===== src/rtl/sifreleme_hakemi_pkg.sv =====
// Shared opcode codes, FSM state codes and arbiter sizing for sifreleme_hakemi.
// The SIFRELEME_* opcode macros are defined here once for the whole slice.
`ifndef SIFRELEME_HMDST
`define SIFRELEME_HMDST 3'd0
`define SIFRELEME_PKG   3'd1
`define SIFRELEME_RVRS  3'd2
`define SIFRELEME_SLADD 3'd3
`define SIFRELEME_CNTZ  3'd4
`define SIFRELEME_CNTP  3'd5
`endif

package sifreleme_hakemi_pkg;

   localparam logic [1:0] SH_BOSTA   = 2'd0;
   localparam logic [1:0] SH_HESAPLA = 2'd1;
   localparam logic [1:0] SH_YANIT   = 2'd2;

   // Index width covers up to four requesters.
   localparam int IW = 2;

   localparam logic [2:0] OP_HMDST = `SIFRELEME_HMDST;
   localparam logic [2:0] OP_PKG   = `SIFRELEME_PKG;
   localparam logic [2:0] OP_RVRS  = `SIFRELEME_RVRS;
   localparam logic [2:0] OP_SLADD = `SIFRELEME_SLADD;
   localparam logic [2:0] OP_CNTZ  = `SIFRELEME_CNTZ;
   localparam logic [2:0] OP_CNTP  = `SIFRELEME_CNTP;

endpackage


===== src/rtl/sifreleme_birimi.sv =====
// Combinational bit-manipulation unit: hamming distance, pack, reverse,
// shift-add, trailing-zero count and popcount; flags unknown opcodes.
module sifreleme_birimi
   import sifreleme_hakemi_pkg::*;
#(
   parameter int VERI_BIT = 32
) (
   input  logic [2:0]          kontrol_i,
   input  logic [VERI_BIT-1:0] deger1_i,
   input  logic [VERI_BIT-1:0] deger2_i,
   output logic [VERI_BIT-1:0] sonuc_o,
   output logic                gecersiz_o
);

   localparam int H = VERI_BIT / 2;

   function automatic logic [VERI_BIT-1:0] bir_say(
      input logic [VERI_BIT-1:0] x
   );
      logic [VERI_BIT-1:0] s;
      s = '0;
      for (int i = 0; i < VERI_BIT; i++)
         s = s + VERI_BIT'(x[i]);
      return s;
   endfunction

   function automatic logic [VERI_BIT-1:0] sifir_say(
      input logic [VERI_BIT-1:0] x
   );
      logic [VERI_BIT-1:0] s;
      s = VERI_BIT'(VERI_BIT);
      for (int i = VERI_BIT - 1; i >= 0; i--)
         if (x[i])
            s = VERI_BIT'(i);
      return s;
   endfunction

   function automatic logic [VERI_BIT-1:0] ters(
      input logic [VERI_BIT-1:0] x
   );
      logic [VERI_BIT-1:0] s;
      for (int i = 0; i < VERI_BIT; i++)
         s[i] = x[VERI_BIT-1-i];
      return s;
   endfunction

   always_comb begin
      sonuc_o    = '0;
      gecersiz_o = 1'b0;
      unique case (1'b1)
         kontrol_i == OP_HMDST:
            sonuc_o = bir_say(deger1_i ^ deger2_i);
         kontrol_i == OP_PKG:
            sonuc_o = {deger2_i[H-1:0], deger1_i[H-1:0]};
         kontrol_i == OP_RVRS:
            sonuc_o = ters(deger1_i);
         kontrol_i == OP_SLADD:
            sonuc_o = {deger1_i[VERI_BIT-2:0], 1'b0} + deger2_i;
         kontrol_i == OP_CNTZ:
            sonuc_o = sifir_say(deger1_i);
         kontrol_i == OP_CNTP:
            sonuc_o = bir_say(deger1_i);
         default:
            gecersiz_o = 1'b1;
      endcase
   end

endmodule


===== src/rtl/sifreleme_hakemi_donusumlu_hakem.sv =====
// Round-robin picker: first valid requester at or above the pointer,
// otherwise the lowest valid one below it.
module donusumlu_hakem
   import sifreleme_hakemi_pkg::*;
#(
   parameter int N = 2
) (
   input  logic [IW-1:0] isaretci_i,
   input  logic [N-1:0]  gecerli_i,
   output logic [N-1:0]  izin_o,
   output logic [IW-1:0] indeks_o,
   output logic          herhangi_o
);

   logic          bulundu;
   logic [IW-1:0] secim;

   always_comb begin
      bulundu = 1'b0;
      secim   = '0;
      for (int j = 0; j < N; j++)
         if (!bulundu && gecerli_i[j] && IW'(j) >= isaretci_i) begin
            bulundu = 1'b1;
            secim   = IW'(j);
         end
      // Wrap-around pass only wins when nothing sat above the pointer.
      for (int j = 0; j < N; j++)
         if (!bulundu && gecerli_i[j]) begin
            bulundu = 1'b1;
            secim   = IW'(j);
         end
   end

   always_comb begin
      izin_o = '0;
      for (int j = 0; j < N; j++)
         izin_o[j] = bulundu && (secim == IW'(j));
   end

   assign indeks_o   = secim;
   assign herhangi_o = bulundu;

endmodule


===== src/rtl/sifreleme_hakemi.sv =====
// Round-robin arbiter sharing one sifreleme_birimi between N requesters.
// Define SIFRELEME_SAYAC_EN to add completion and wait-cycle counters.
module sifreleme_hakemi
   import sifreleme_hakemi_pkg::*;
#(
   parameter int ISTEKCI_SAYISI = 2,
   parameter int VERI_BIT       = 32
) (
   input  logic                         clk_i,
   input  logic                         rst_ni,
   input  logic [ISTEKCI_SAYISI-1:0]    istek_gecerli_i,
   output logic [ISTEKCI_SAYISI-1:0]    istek_hazir_o,
   input  logic [3*ISTEKCI_SAYISI-1:0]  istek_kontrol_i,
   input  logic [VERI_BIT*ISTEKCI_SAYISI-1:0] istek_deger1_i,
   input  logic [VERI_BIT*ISTEKCI_SAYISI-1:0] istek_deger2_i,
   output logic [ISTEKCI_SAYISI-1:0]    yanit_gecerli_o,
   input  logic [ISTEKCI_SAYISI-1:0]    yanit_hazir_i,
   output logic [VERI_BIT-1:0]          sonuc_o,
   output logic                         hata_o
`ifdef SIFRELEME_SAYAC_EN
   ,
   output logic [31:0]                  tamamlanan_o,
   output logic [31:0]                  bekleme_o
`endif
);

   localparam int N = ISTEKCI_SAYISI;

   logic [1:0]          durum;
   logic [IW-1:0]       isaretci;
   logic [IW-1:0]       secilen;
   logic [2:0]          kontrol_r;
   logic [VERI_BIT-1:0] deger1_r;
   logic [VERI_BIT-1:0] deger2_r;
   logic [VERI_BIT-1:0] sonuc_r;
   logic                hata_r;

   logic [N-1:0]        izin;
   logic [IW-1:0]       izin_indeks;
   logic                herhangi;
   logic [2:0]          sec_kontrol;
   logic [VERI_BIT-1:0] sec_deger1;
   logic [VERI_BIT-1:0] sec_deger2;
   logic [VERI_BIT-1:0] birim_sonuc;
   logic                birim_gecersiz;
   logic                el_sikisma;
   logic [IW-1:0]       sonraki_isaretci;

   donusumlu_hakem #(
      .N (N)
   ) u_hakem (
      .isaretci_i (isaretci),
      .gecerli_i  (istek_gecerli_i),
      .izin_o     (izin),
      .indeks_o   (izin_indeks),
      .herhangi_o (herhangi)
   );

   sifreleme_birimi #(
      .VERI_BIT (VERI_BIT)
   ) u_birim (
      .kontrol_i  (kontrol_r),
      .deger1_i   (deger1_r),
      .deger2_i   (deger2_r),
      .sonuc_o    (birim_sonuc),
      .gecersiz_o (birim_gecersiz)
   );

   always_comb begin
      sec_kontrol = '0;
      sec_deger1  = '0;
      sec_deger2  = '0;
      for (int i = 0; i < N; i++)
         if (izin[i]) begin
            sec_kontrol = istek_kontrol_i[3*i +: 3];
            sec_deger1  = istek_deger1_i[VERI_BIT*i +: VERI_BIT];
            sec_deger2  = istek_deger2_i[VERI_BIT*i +: VERI_BIT];
         end
   end

   always_comb begin
      yanit_gecerli_o = '0;
      for (int i = 0; i < N; i++)
         yanit_gecerli_o[i] = (durum == SH_YANIT) &&
                              (secilen == IW'(i));
   end

   assign istek_hazir_o = (durum == SH_BOSTA) ? izin : '0;
   assign el_sikisma    = |(yanit_gecerli_o & yanit_hazir_i);
   assign sonraki_isaretci = (secilen == IW'(N - 1)) ?
                             '0 : secilen + IW'(1);
   assign sonuc_o = sonuc_r;
   assign hata_o  = hata_r;

   always_ff @(posedge clk_i or negedge rst_ni) begin
      if (!rst_ni) begin
         durum     <= SH_BOSTA;
         isaretci  <= '0;
         secilen   <= '0;
         kontrol_r <= '0;
         deger1_r  <= '0;
         deger2_r  <= '0;
         sonuc_r   <= '0;
         hata_r    <= 1'b0;
      end else begin
         unique case (durum)
            SH_BOSTA: begin
               if (herhangi) begin
                  secilen   <= izin_indeks;
                  kontrol_r <= sec_kontrol;
                  deger1_r  <= sec_deger1;
                  deger2_r  <= sec_deger2;
                  durum     <= SH_HESAPLA;
               end
            end
            SH_HESAPLA: begin
               sonuc_r  <= birim_gecersiz ? '0 : birim_sonuc;
               hata_r   <= birim_gecersiz;
               isaretci <= sonraki_isaretci;
               durum    <= SH_YANIT;
            end
            SH_YANIT: begin
               if (el_sikisma)
                  durum <= SH_BOSTA;
            end
            default: durum <= SH_BOSTA;
         endcase
      end
   end

`ifdef SIFRELEME_SAYAC_EN
   logic [31:0] tamamlanan_r;
   logic [31:0] bekleme_r;

   always_ff @(posedge clk_i or negedge rst_ni) begin
      if (!rst_ni) begin
         tamamlanan_r <= '0;
         bekleme_r    <= '0;
      end else begin
         if (el_sikisma)
            tamamlanan_r <= tamamlanan_r + 32'd1;
         if (|istek_gecerli_i && !(|istek_hazir_o))
            bekleme_r <= bekleme_r + 32'd1;
      end
   end

   assign tamamlanan_o = tamamlanan_r;
   assign bekleme_o    = bekleme_r;
`endif

endmodule

===== config.mk =====
export PLATFORM = sky130hd
export DESIGN_NAME = sifreleme_hakemi
export DESIGN_NICKNAME = d
export VERILOG_FILES = /design/src/rtl/sifreleme_hakemi_pkg.sv /design/src/rtl/sifreleme_birimi.sv /design/src/rtl/sifreleme_hakemi_donusumlu_hakem.sv /design/src/rtl/sifreleme_hakemi.sv
export SDC_FILE = /design/constraint.sdc
export NUM_CORES = 1
export LEC_CHECK = 0
export ABC_AREA = 0
export BUFFER_PORTS_ARGS = -buffer_cell sky130_fd_sc_hd__buf_2
export CORE_AREA = 2 2 154 231
export CTS_CLUSTER_SIZE = 40
export DETAILED_ROUTE_END_ITERATION = 8
export DIE_AREA = 0 0 156 233
export GPL_TIMING_DRIVEN = 0
export PLACE_DENSITY = 0.44
export SKIP_LAST_GASP = 1
export SYNTH_ARGS = -nofsm -noshare
export SYNTH_HDL_FRONTEND = slang
export SYNTH_SLANG_ARGS = --single-unit

===== constraint.sdc =====
create_clock -name clk_i -period 6.7 [get_ports clk_i]
set_input_delay 1.005 -clock clk_i [delete_from_list [all_inputs] [get_ports clk_i]]
set_output_delay 1.005 -clock clk_i [all_outputs]
set_load 0.03 [all_outputs]

==> reports/qor.yml <==
dr.pass1.iters: 6
ys_seq_area_frac: 0.307
grt_pass1_wl_mm: 52.9
dp.cells: 1530
dp_hpwl_mm: 28.8
synthArstFlopShare: 1.00
finalWirelength_mm: 35.5
vias: 7890
gp_congestion: 0.912
synth_fp_nets: 1163
outcome: "complete, no violations"
portBuffers: 176
critPathMostFrequentCell: "fa_1"
multi_input_area_sq_um: 5420
start_util: 0.248
cts.path.max_buffers: 2
hold_depth: 2
wl_per_cell_um: 23.0
clk_pin_slew_worst_paths_ns: 0.08
finalInstanceArea_sq_um: 10200
layout-drive-gt1-share: 0.200
fin_crit_ns: 6.48
cts_root_buf: "clkbuf_16"
synth.most_common_cell: "dfrtp_1"
hold_viol: 0
grt.met1_usage: 0.223
grt-ovfl-total: 0
synthTopCellsByCount: "dfrtp_1, nand2_1, o21ai_0"
r2r_slack_ns: 0.22
crit_path_start_kind: "register"
globalRouteMet2Util: 0.380
fin_util: 0.300
globalRoute.busiestLayer: "met2"
ant_nets: 0
boundaryPins: 177
core_area_sq_um: 34200
criticalPathCategory: "register to register"
antenna_found_initial: 1
drv_cap: 0
syn_avg_cell_area_sq_um: 9.15
synthTopCellsByArea: "dfrtp_1, fa_1, ha_1"
place_area_sq_um: 9930
syn_to_final_growth_pct: 20.7
cpMaxStageDelayCell: "fa_1"
fin_setup_tns_ns: 0
ctsHoldBuffers: 0
arrival_ns: 6.79
max_stage_delay_ns: 0.57
path_depth: 19
viasPerCell: 5.10
htree_levels: 3
drv_slew: 0
clock_sinks: 104
period_share: 0.968
fp.dieH_um: 233
fillers: 3671
cts_tree: "yes"
dieWidth_um: 156
fmax_mhz: 154
ys_types: 74
synthCells: 928
yosysTopAreaCell: "dfrtp_1"
rsz0062_at_grt: "no"
synth_edf_count: 0
synth_top_area_share: 0.307
yosys_register_bits: 104
fin_cells: 1546
gr-usage-met3: 0.0214
crit_chain: "xor2_1 -> ha_1 -> fa_1 -> fa_1 -> fa_1 -> fa_1 -> fa_1 -> fa_1 -> inv_1 -> fa_1 -> fa_1 -> inv_1 -> a21o_1 -> a21oi_1 -> xor2_1 -> or3_1 -> a21oi_1 -> nor2_1 -> o21ai_1"
crit_fanout: 7
post-cts-setup-buffer-count: 0
cp.buffers_inverters: 2
drc: 0
clkLatencyLatePin_ns: 0.38
dr.first_iter.drc_count: 480
critPathRequiredTime_ns: 7.01
dieArea_sq_um: 36300
relSlewSlack: 0.220
synth_area_sq_um: 8490
cp-end-kind: "register"
hold_path.class: "register to register"
fin_nets: 1351
num_antenna_cells: 0
cp_top_family: "adder cells"
worstMarginPinSlew_ns: 1.17
r2r_cells: 19
grt_max_degree: 63
yosysWarnings: 0
cts_buffers: 9
regArea_sq_um: 2600
grt_pass1_vias: 8335
row_count: 83
skew_ns: 0.0131
setup_viol: 0
track_usage: 0.200
ys.flop_type: "dfrtp_1"
[repair_timing]
item	4_1_cts	5_1_grt
hold endpoints to repair	0	0
gates resized for setup	0	1
setup endpoints to repair	0	3
[state kept, by name (all words and copies together) (netlist names)]
| register | flops |
|---|---|
| durum | 2 |
| deger2_r | 32 |
| deger1_r | 32 |
| isaretci | 1 |
| secilen | 1 |
| sonuc_o | 32 |
| kontrol_r | 3 |
| hata_o | 1 |
[kinds of logic after synthesis]
group | synth area share
simple gates | 0.118
fa+ha+maj | 0.183
flops | 0.307
buf+inv | 0.0551
compound gates | 0.261
mux | 0.0125
xor+xnor | 0.0640
[cell usage in the layout (no fill, tap or decap), types with 15 or more instances in the layout]
cell type / n
a21oi_1: 65
a221oi_1: 21
a22oi_1: 67
buf_2: 178
clkbuf_1: 41
dfrtp_1: 103
fa_1: 49
ha_1: 46
inv_1: 68
nand2_1: 95
nand3_1: 15
nor2_1: 42
o21ai_0: 79
o221ai_1: 15
xnor2_1: 24
xor2_1: 38
[area by class of cell]
cell class,instances,area share
buffer,51,0.0208
clock buffer,9,0.0220
clock inverter,7,0.00843
inverter,68,0.0249
multi-input combinational,705,0.529
sequential,104,0.254
tap,425,0.0519
timing repair buffer,177,0.0889
[per-stage QoR]
stage	setup WS, ns	hold slack (ns)
2_1_floorplan	0.770	0.471
3_3_place_gp	0.0926	0.462
3_5_place_dp	0.128	0.466
4_1_cts	0.108	0.482
5_1_grt	0.0243	0.528
6_report	0.216	0.473
[routing by layer]
metal / share of wire / wire length (um)
met1: 0.38 / 13600
met2: 0.55 / 19400
met3: 0.032 / 1150
met4: 0.040 / 1440
met5: 0 / 0
[worst reg2reg max path, delay by kind of cell, from the launching register on]
family | cells | cell delay [ns]
AO/OA/AOI/OAI | 4 | 0.48
XOR/XNOR | 2 | 0.36
adder cells (fa/ha/maj) | 9 | 4.47
buffers and inverters | 2 | 0.12
flip-flops | 1 | 0.54
AND/OR/NAND/NOR | 2 | 0.44
[worst paths after layout]
check,start,to
max,deger1_r[0]$_DFFE_PN0P_,sonuc_o[4]$_DFFE_PN0N_
min,sonuc_o[11]$_DFFE_PN0N_,sonuc_o[11]$_DFFE_PN0N_
min in group asynchronous,rst_ni,secilen[0]$_DFFE_PN0P_
max reg2reg,deger1_r[0]$_DFFE_PN0P_,sonuc_o[4]$_DFFE_PN0N_
max in group asynchronous,rst_ni,deger1_r[1]$_DFFE_PN0P_
min reg2reg,sonuc_o[11]$_DFFE_PN0N_,sonuc_o[11]$_DFFE_PN0N_
Power is not shown: default switching activity piles up to over one toggle a cycle in this logic, so the estimate is an artifact.
